$ cat config.mk
export PLATFORM = sky130hd
export DESIGN_NAME = multiplicador_seq_flat
export DESIGN_NICKNAME = d
export VERILOG_FILES = /design/src/rtl/multiplicador_seq_pkg.sv /design/src/rtl/multiplicador_seq_if.sv /design/src/rtl/multiplicador_seq_adder.sv /design/src/rtl/multiplicador_seq.sv /design/src/flat_wrapper.sv
export SDC_FILE = /design/constraint.sdc
export NUM_CORES = 1
export LEC_CHECK = 0
export ABC_AREA = 0
export ABC_CLOCK_PERIOD_IN_PS = 12300
export CORE_MARGIN = 1.5
export CORE_UTILIZATION = 40
export DETAILED_ROUTE_END_ITERATION = 8
export GPL_TIMING_DRIVEN = 1
export SLEW_MARGIN = 20
export SYNTH_ARGS = -nofsm -noshare
export SYNTH_HDL_FRONTEND = slang
export SYNTH_SLANG_ARGS = --single-unit
export TNS_END_PERCENT = 30
$ cat constraint.sdc
create_clock -name clk -period 12.3 [get_ports clk]
set_clock_uncertainty 0.2 [all_clocks]
set_input_delay 2.46 -clock clk [delete_from_list [all_inputs] [get_ports clk]]
set_output_delay 2.46 -clock clk [all_outputs]
set_load 0.02 [all_outputs]
$ cat src/rtl/multiplicador_seq_pkg.sv
// Shared RV32M multiply definitions: op encodings (funct3[1:0]), FSM states and
// helpers deciding which operands are sign-interpreted for a given op.
package rv_mul_pkg;

  typedef enum logic [1:0] {
    OP_MUL    = 2'b00,
    OP_MULH   = 2'b01,
    OP_MULHSU = 2'b10,
    OP_MULHU  = 2'b11
  } op_e;

  typedef enum logic [1:0] {
    ST_IDLE = 2'b00,
    ST_CALC = 2'b01,
    ST_SIGN = 2'b10,
    ST_DONE = 2'b11
  } state_e;

  function automatic logic a_is_signed(input op_e op);
    return (op == OP_MULH) || (op == OP_MULHSU);
  endfunction

  function automatic logic b_is_signed(input op_e op);
    return (op == OP_MULH);
  endfunction

endpackage

$ cat src/rtl/multiplicador_seq_if.sv
// Start/done request bus between execute-stage control and the sequential multiplier.
// Requester drives start/op/a/b; the multiplier returns busy/done/result.
interface multiplicador_seq_if #(
  parameter int SIZE = 32
);
  logic            start;
  logic [1:0]      op;
  logic [SIZE-1:0] a;
  logic [SIZE-1:0] b;
  logic            busy;
  logic            done;
  logic [SIZE-1:0] result;

  modport master (output start, op, a, b, input busy, done, result);
  modport slave  (input start, op, a, b, output busy, done, result);
endinterface

$ cat src/rtl/multiplicador_seq_adder.sv
// Ripple-carry adder, combinational, W bits with carry in/out.
// Zero latency; no flow control.
module multiplicador_seq_adder #(
  parameter int W = 32
) (
  input  logic [W-1:0] x,
  input  logic [W-1:0] y,
  input  logic         cin,
  output logic [W-1:0] sum,
  output logic         cout
);

  always_comb begin
    logic carry;
    carry = cin;
    sum   = '0;
    for (int i = 0; i < W; i++) begin
      sum[i] = x[i] ^ y[i] ^ carry;
      carry  = (x[i] & y[i]) | (carry & (x[i] ^ y[i]));
    end
    cout = carry;
  end

endmodule

$ cat src/rtl/multiplicador_seq.sv
// Shift-and-add RV32M multiplier on unsigned magnitudes with a final sign fix-up step.
// done comes SIZE+1 edges after the accepting edge; start is ignored outside IDLE.
module multiplicador_seq
  import rv_mul_pkg::*;
#(
  parameter int SIZE = 32
) (
  input  logic                clk,
  input  logic                rst_n,
  multiplicador_seq_if.slave  bus
);

  localparam int W2 = 2 * SIZE;
  localparam int CW = (SIZE > 1) ? $clog2(SIZE) : 1;

  state_e          state, state_nxt;
  op_e             op_q;
  logic            neg_q;
  logic [SIZE-1:0] mcand_q;
  logic [W2-1:0]   acc_q;
  logic [CW-1:0]   cnt_q;
  logic [SIZE-1:0] result_q;

  op_e             op_in;
  logic            a_neg, b_neg;
  logic [SIZE-1:0] a_abs, b_abs;
  logic [SIZE-1:0] add_y, add_sum;
  logic            add_cout;
  logic [W2-1:0]   acc_fin;

  // Magnitudes stay unsigned SIZE-bit, so -2^(SIZE-1) maps to itself without overflow.
  assign op_in = op_e'(bus.op);
  assign a_neg = a_is_signed(op_in) & bus.a[SIZE-1];
  assign b_neg = b_is_signed(op_in) & bus.b[SIZE-1];
  assign a_abs = a_neg ? (~bus.a + SIZE'(1)) : bus.a;
  assign b_abs = b_neg ? (~bus.b + SIZE'(1)) : bus.b;

  // Masking the multiplicand makes the no-add case a plain shift with carry 0.
  assign add_y = mcand_q & {SIZE{acc_q[0]}};

  multiplicador_seq_adder #(.W(SIZE)) u_adder (
    .x    (acc_q[W2-1:SIZE]),
    .y    (add_y),
    .cin  (1'b0),
    .sum  (add_sum),
    .cout (add_cout)
  );

  assign acc_fin = neg_q ? (~acc_q + W2'(1)) : acc_q;

  always_ff @(posedge clk or negedge rst_n) begin
    if (!rst_n) state <= ST_IDLE;
    else        state <= state_nxt;
  end

  always_comb begin
    state_nxt = state;
    case (state)
      ST_IDLE: if (bus.start) state_nxt = ST_CALC;
      ST_CALC: if (cnt_q == '0) state_nxt = ST_SIGN;
      ST_SIGN: state_nxt = ST_DONE;
      ST_DONE: state_nxt = ST_IDLE;
      default: state_nxt = ST_IDLE;
    endcase
  end

  always_ff @(posedge clk or negedge rst_n) begin
    if (!rst_n) begin
      op_q     <= OP_MUL;
      neg_q    <= 1'b0;
      mcand_q  <= '0;
      acc_q    <= '0;
      cnt_q    <= '0;
      result_q <= '0;
    end else begin
      case (state)
        ST_IDLE: begin
          if (bus.start) begin
            op_q    <= op_in;
            neg_q   <= a_neg ^ b_neg;
            mcand_q <= a_abs;
            acc_q   <= {{SIZE{1'b0}}, b_abs};
            cnt_q   <= CW'(SIZE - 1);
          end
        end
        ST_CALC: begin
          acc_q <= {add_cout, add_sum, acc_q[SIZE-1:1]};
          cnt_q <= cnt_q - CW'(1);
        end
        ST_SIGN: begin
          acc_q    <= acc_fin;
          result_q <= (op_q == OP_MUL) ? acc_fin[SIZE-1:0] : acc_fin[W2-1:SIZE];
        end
        default: ;
      endcase
    end
  end

  assign bus.busy   = (state == ST_CALC) || (state == ST_SIGN);
  assign bus.done   = (state == ST_DONE);
  assign bus.result = result_q;

endmodule

$ cat src/flat_wrapper.sv
// flat-port wrapper written by rule: the top's interface ports become plain ports
module multiplicador_seq_flat import rv_mul_pkg::*;
#(
  parameter int SIZE = 32
)
  (clk, rst_n, bus_start, bus_op, bus_a, bus_b, bus_busy, bus_done, bus_result);
  multiplicador_seq_if #(.SIZE(SIZE)) bus_i ();
  input  logic clk;
  input  logic rst_n;
  input wire logic [$bits(bus_i.start)-1:0] bus_start;
  input wire logic [$bits(bus_i.op)-1:0] bus_op;
  input wire logic [$bits(bus_i.a)-1:0] bus_a;
  input wire logic [$bits(bus_i.b)-1:0] bus_b;
  output wire logic [$bits(bus_i.busy)-1:0] bus_busy;
  output wire logic [$bits(bus_i.done)-1:0] bus_done;
  output wire logic [$bits(bus_i.result)-1:0] bus_result;
  assign bus_i.start = bus_start;
  assign bus_i.op = bus_op;
  assign bus_i.a = bus_a;
  assign bus_i.b = bus_b;
  assign bus_busy = bus_i.busy;
  assign bus_done = bus_i.done;
  assign bus_result = bus_i.result;
  multiplicador_seq #(.SIZE(SIZE)) u_core (.clk(clk), .rst_n(rst_n), .bus(bus_i));
endmodule
==> summary.md, run 1 <==
| Metric | Value |
|---|---|
| Status | `complete, no violations` |
| Crit path time final | `11.96 ns` |
| I/O pin count | `103` |
| Global Route Usage Sum | `0.258` |
| Area of the multi-input gates | `0.00681 mm^2` |
| Share of post-route cells with drive strength above 1 | `0.0947` |
| Actual slew at the worst max-slew pin | `1.17 ns` |
| Routed vias | `10,429` |
| Post-Synthesis Mean Instance Area | `approximately 8.5 um^2` |
| Final critical-path share of the clock period | `0.973` |
| Synthesis-to-finish area growth | `17.8%` |
| Worst Setup End Kind | `flop` |
| Number of global-route vias before repair | `just over 10,000` |
| Top cell by count, worst path | `fa_2` |
| F_max | `83.6 MHz` |
| Top FF cell, synth | `dfrtp_1` |
| Chip height | `~170 um` |
| Max-cap viol count | `0` |
| Number of port buffers | `102` |
| Clock transition at path regs | `0.06 ns` |
| Worst hold path class | `reg2reg` |
| Routed WL | `35,400 um` |
| Core area | `0.0263 mm^2` |
| Unique masters post-synth | `80` |
| YS warnings | `0` |
| Top-area cell type share of the netlist area | `0.320` |
| Via density per instance | `6.26` |
| Slowest cell on crit path | `fa_1` |
| Routability Congestion | `between 0.8 and 0.9` |
| Post-route setup TNS | `0 ns` |
| Number of enable flip-flop cells after synthesis | `0` |
| Fillers | `about 2,600` |
| Power per Cell Area | `292 mW/mm^2` |
| Clk_lat worst skew | `0.44 ns` |
| Num CTS Buffers | `17` |
| Remaining antenna violation count | `0` |
| Hold buffer count at CTS | `0` |
| Die Footprint | `0.0279 mm^2` |
| Cell area after synthesis | `about 0.011 mm^2` |
| CP peak stage delay | `0.48 ns` |
| Crit-path max FO | `2` |
| Worst slack at placement | `-0.221 ns` |
| Synth area leaders | `dfrtp_1 32%, xnor2_1 5.9%, fa_1 5.8%` |
| Synth Net Count | `1,379` |
| Residual DRC count | `0` |
| CTS tree | `yes` |
| Initial antenna violation count | `1` |
| HPWL after detailed placement | `between 20,000 and 30,000 um` |
| Layout Cells excl Fill | `1,666` |
| Asr flop ratio synth | `1.00` |
| Clock Path Buffers | `2` |
| Initial Util | `0.410` |
| Pin count of the biggest net entering global routing | `80` |
| First-pass GRT wire length | `56,700 um` |
| Most instantiated cells after synthesis | `138 x dfrtp_1, 129 x nand2_1, 106 x o21ai_0` |
| Max-slew violation count | `0` |
| CP Class | `reg2reg` |
| Rel. slew slack | `0.208` |
| WL per Instance | `21.3 um` |
| RSZ-0062 raised after global routing | `no` |
| Worst path arrival time | `12.04 ns` |
| Post-synthesis sequential area ratio | `0.320` |
| Leakage | `4.62 nW` |
| CTS Sinks | `~140` |
| Final #Nets | `1,428` |
| GR Overflow Total | `0` |
| Top-count cell post-synth | `dfrtp_1` |
| H-Tree Level Count | `4` |
| Yosys reg bits | `138` |
| TritonRoute pass-1 iters | `5` |
| Hold slack | `about 0.27 ns` |
| DP Cell Count | `between 1,500 and 2,000` |
| Yosys top cell by area | `dfrtp_1` |
| Std cell rows | `59` |
| Cells after Synth | `1,268` |
| Setup ws final | `0.336 ns` |
| DR iter-0 viols | `1,066` |
| Die width | `167 um` |
| Setup violations, final | `0` |
| Fin. Hold Viols | `0` |
| Worst setup SP type | `flop` |
| Register area | `0.00345 mm^2` |
| Worst VDD drop | `approximately 120 uV` |
| Utilization after layout | `0.483` |
| Critical Path RT | `12.38 ns` |
| Buffer type at the clock tree root | `clkbuf_16` |
cells by family (layout without fill, tap and decap cells):
kind of cell | after synthesis | in the layout | synth area share
buf+inv | 151 | 213 | 0.0555
mux | 8 | 8 | 0.00778
xor+xnor | 103 | 103 | 0.0837
other cells | 0 | 1 | 0
flops | 138 | 138 | 0.320
fa+ha+maj | 42 | 42 | 0.0703
simple gates | 422 | 422 | 0.204
compound gates | 404 | 404 | 0.258
through the flow:
| step | area (um^2) | power (mW) |
|---|---|---|
| 6_report | 12700 | 3.71 |
| 5_1_grt | 12700 | 3.97 |
| 4_1_cts | 12700 | 3.69 |
| 3_5_place_dp | 12100 | 3.13 |
| 3_3_place_gp | 12100 | 3.11 |
| 2_1_floorplan | 10800 | 2.42 |
power by group:
part           internal, mW  switching (mW)
sequential            0.674           0.268
clock                 0.321           0.222
combinational         0.802            1.42
area by class of cell:
class | count | share of cell area
multi-input cells | 979 | 0.537
flip-flops and latches | 138 | 0.272
repair buffers | 124 | 0.0938
clock buffers | 19 | 0.0341
well taps | 335 | 0.0330
inverters | 57 | 0.0169
clock inverters | 13 | 0.0133
diodes | 1 | 0.000197
layer usage:
| metal | vias up | wire length (um) | global-route usage | part of all wire |
|---|---|---|---|---|
| met2 | 392 | 16300 | 0.407 | 0.46 |
| met1 | 5143 | 15600 | 0.353 | 0.44 |
| met5 | - | 0 | 0 | 0 |
| met3 | 85 | 2260 | 0.0473 | 0.064 |
| li1 | 4809 | - | - | - |
| met4 | 0 | 1230 | 0.101 | 0.035 |
sequential cells by signal, summed over array words and instances, names as in the netlist:
signal and flops:
u_core.neg_q 1, u_core.state 2, u_core.op_q 2, u_core.bus.result 32, u_core.acc_q 64, u_core.mcand_q 32, u_core.cnt_q 5
timing repair:
action | in CTS | in global routing
endpoints found under the setup margin | 3 | 3
hold endpoints to repair | 0 | 0
buffers inserted | 0 | 0
gates resized for setup | 6 | 6
critical path, delay by kind of cell, from the launching register on:
| kind | cells | cell delay (ns) |
|---|---|---|
| AOI/OAI and AO/OA | 1 | 0.12 |
| and+or+nand+nor | 1 | 0.13 |
| DFF | 1 | 0.34 |
| adders and majority gates | 32 | 10.84 |
| buffers and inverters | 3 | 0.17 |
layout by cell type (no fill, tap or decap), types with 7 or more instances in the layout:
| master | n |
|---|---|
| a21oi_1 | 81 |
| o41ai_1 | 16 |
| o31ai_1 | 23 |
| nand2b_1 | 8 |
| nor2_1 | 85 |
| nand3_1 | 32 |
| xnor2_1 | 73 |
| clkdlybuf4s50_1 | 101 |
| inv_1 | 57 |
| dfrtp_1 | 137 |
| clkbuf_16 | 17 |
| clkinvlp_4 | 7 |
| ha_1 | 10 |
| nand4_1 | 23 |
| or2_2 | 7 |
| a211oi_1 | 10 |
| xor2_1 | 30 |
| o22ai_1 | 11 |
| nor3_1 | 41 |
| o221ai_1 | 18 |
| fa_2 | 27 |
| o21ai_0 | 106 |
| a221oi_1 | 22 |
| buf_4 | 21 |
| nand2_1 | 128 |
| a221o_1 | 7 |
| o32a_1 | 19 |
| a31oi_1 | 23 |
| or3_1 | 13 |
| nor4_1 | 20 |
| or4_1 | 18 |
worst paths after layout:
path / from / to / slack, ns / cells after the start
worst min-delay path: u_core.mcand_q[0] / u_core.mcand_q[0] / 0.27 / 2
min in group asynchronous: rst_n / u_core.mcand_q[1] / 1.80 / 1
worst max register to register: u_core.mcand_q[0] / u_core.acc_q[62] / 0.34 / 37
worst min register to register: u_core.mcand_q[0] / u_core.mcand_q[0] / 0.27 / 2
worst max-delay path: u_core.mcand_q[0] / u_core.acc_q[62] / 0.34 / 37
max in group asynchronous: rst_n / u_core.bus.result[24] / 8.93 / 2
No activity file was read; power rests on OpenSTA's default activity.
==> run 2: changes to the inputs <==
--- a/config.mk
+++ b/config.mk
@@ -11,6 +11,7 @@
 export CORE_UTILIZATION = 40
 export DETAILED_ROUTE_END_ITERATION = 8
 export GPL_TIMING_DRIVEN = 1
+export SKIP_CTS_REPAIR_TIMING = 1
 export SLEW_MARGIN = 20
 export SYNTH_ARGS = -nofsm -noshare
 export SYNTH_HDL_FRONTEND = slang
==> run 2 against run 1 <==
  * Count of clock-buffer cells in the layout stayed put
  * Global-route usage hardly changed
  * Fmax about the same
  * Sequential share of layout area did not move
  * Final area is the same
  * Die area is the same
  * Cell count did not move
  * Sequential power about the same
  * Clock power about the same
  * Utilization unchanged
  * Critical path depth stayed put
==> summary.md, run 2 (same netlist as run 1, synthesis figures left out) <==
| Metric | Value |
|---|---|
| Status | `complete, no violations` |
| Routed vias | `10,361 (-0.65%)` |
| DP Cell Count | `1,633 (unchanged)` |
| Number of global-route vias before repair | `10,070 (-0.0099%)` |
| CP Class | `reg2reg` |
| Routability Congestion | `0.896 (unchanged)` |
| Fin. Hold Viols | `0 (unchanged)` |
| TritonRoute pass-1 iters | `5 (unchanged)` |
| Die width | `167 um (unchanged)` |
| HP Start | `u_core.mcand_q[0]` |
| Critical Path RT | `12.38 ns (about the same)` |
| HPWL after detailed placement | `25,400 um (unchanged)` |
| First-pass GRT wire length | `56,700 um (about the same)` |
| Reg-to-reg setup timing slack | `0.34 ns (about the same)` |
| Routed WL | `35,400 um (about the same)` |
| CTS tree | `yes` |
| Rel. slew slack | `0.209 (+0.00115)` |
| Chip height | `167 um (unchanged)` |
| Remaining antenna violation count | `0 (unchanged)` |
| Placed instance area | `0.0121 mm^2 (unchanged)` |
| Residual DRC count | `0 (unchanged)` |
| CP peak stage delay | `0.48 ns (about the same)` |
| Max reg flops | `64 (unchanged)` |
| Worst Setup End Kind | `flop` |
| WHS Endpoint | `u_core.mcand_q[0]` |
| Largest register by flop count | `u_core.acc_q` |
| Layout Cells excl Fill | `1,666 (unchanged)` |
| RR Startpoint | `u_core.mcand_q[0]` |
| M1 wire length | `15,500 um (-0.87%)` |
| WL per Instance | `21.2 um (about the same)` |
| Initial Util | `0.410 (unchanged)` |
| Std cell rows | `59 (unchanged)` |
| Final #Nets | `1,428 (unchanged)` |
| Buffer type at the clock tree root | `clkbuf_16` |
| Max-slew violation count | `0 (unchanged)` |
| Most frequent cells in the layout | `137 x dfrtp_1, 128 x nand2_1, 106 x o21ai_0` |
| Clk_lat worst skew | `0.44 ns (about the same)` |
| Global Route Usage Sum | `0.259 (about the same)` |
| Max-cap viol count | `0 (unchanged)` |
| Leakage | `4.62 nW (unchanged)` |
| Worst hold path class | `reg2reg` |
| Worst VDD drop | `115 uV (+0.25%)` |
| Number of port buffers | `102 (unchanged)` |
| Setup violations, final | `0 (unchanged)` |
| WHS Path Cells | `2 (unchanged)` |
| Utilization after layout | `0.483 (unchanged)` |
| Power per Cell Area | `292 mW/mm^2 (about the same)` |
| DR WL met2 | `16,400 um (+0.72%)` |
| Hold slack | `0.273 ns (+0.0000340 ns)` |
| Crit path time final | `11.96 ns (-0.00800 ns)` |
| F_max | `83.6 MHz (about the same)` |
| Worst slack at placement | `-0.221 ns (unchanged)` |
| Reg-to-reg endpoint | `u_core.acc_q[62]` |
| Top cell by count, worst path | `fa_2` |
| Top Layer Used | `met4` |
| Final Cell Area | `0.0127 mm^2 (unchanged)` |
| Core area | `0.0263 mm^2 (unchanged)` |
| Via density per instance | `6.22 (-0.65%)` |
| Pin count of the biggest net entering global routing | `80 (unchanged)` |
| Share of post-route cells with drive strength above 1 | `0.0947 (unchanged)` |
| I/O pin count | `103 (unchanged)` |
| Synthesis-to-finish area growth | `17.8% (unchanged)` |
| DR iter-0 viols | `1,123 (+5.3%)` |
| WL met3 | `2330 um (+3.1%)` |
| Setup ws final | `0.344 ns (+0.00800 ns)` |
| Worst setup SP type | `flop` |
| Crit-path max FO | `2 (unchanged)` |
| Die Footprint | `0.0279 mm^2 (unchanged)` |
| Clock Path Buffers | `2 (unchanged)` |
| CTS Sinks | `138 (unchanged)` |
| Final critical-path share of the clock period | `0.972 (about the same)` |
| GR Overflow Total | `0 (unchanged)` |
| Worst path arrival time | `12.03 ns (about the same)` |
| RSZ-0062 raised after global routing | `no` |
| Clock transition at path regs | `0.06 ns (about the same)` |
| Slowest cell on crit path | `fa_1` |
| Post-route setup TNS | `0 ns (unchanged)` |
| Total Power | `3.71 mW (about the same)` |
| Initial antenna violation count | `1 (unchanged)` |
| Actual slew at the worst max-slew pin | `1.17 ns (-0.00170 ns)` |
| Worst Reg-to-Reg Cells | `37 (unchanged)` |
| Num CTS Buffers | `17 (unchanged)` |
| H-Tree Level Count | `4 (unchanged)` |
| Most common cell after layout, fill and taps aside | `dfrtp_1` |
run 2: cell counts in the layout (fill, tap and decap cells not counted):
No cell type changed its count.
run 2: area by class of cell:
type / instances / area (um^2)
diodes: 1 / 2.50
clock buffers: 19 / 433
clock inverters: 13 / 169
fillers: 2582 / 13600
inverters: 57 / 214
multi-input cells: 979 / 6810
flip-flops and latches: 138 / 3450
well taps: 335 / 419
repair buffers: 124 / 1190
run 2: worst max-delay path by stage:
stage	from	end	slack [ns]	depth (start not counted)
finish	u_core.mcand_q[0]	u_core.acc_q[62]	0.34	37
detailed placement	u_core.mcand_q[0]	u_core.acc_q[62]	-0.22	37
global placement	u_core.mcand_q[0]	u_core.acc_q[62]	-0.06	37
global route	u_core.acc_q[0]	u_core.acc_q[62]	0.03	37
CTS	u_core.mcand_q[0]	u_core.acc_q[62]	-0.27	37
floorplan	u_core.acc_q[0]	u_core.acc_q[62]	0.03	38
run 2: where the power goes:
group | switching, mW | internal (mW) | total, mW | leakage, nW
Clock | 0.222 | 0.321 | 0.542 | 0.269
Combinational | 1.42 | 0.802 | 2.23 | 2.63
Sequential | 0.269 | 0.674 | 0.943 | 1.73
Total | 1.91 | 1.80 | 3.71 | 4.62
run 2: critical path, delay by kind of cell, from the launching register on:
| family | cells | cell delay (ns) |
|---|---|---|
| fa+ha+maj | 32 | 10.82 |
| flops | 1 | 0.34 |
| buf+inv | 3 | 0.17 |
| simple gates | 1 | 0.13 |
| compound gates | 1 | 0.12 |
run 2: metal layers:
layer / GRT usage / up-vias
met5: 0 / -
met4: 0.101 / 0
met3: 0.0473 / 76
met2: 0.407 / 393
met1: 0.353 / 5077
li1: - / 4815
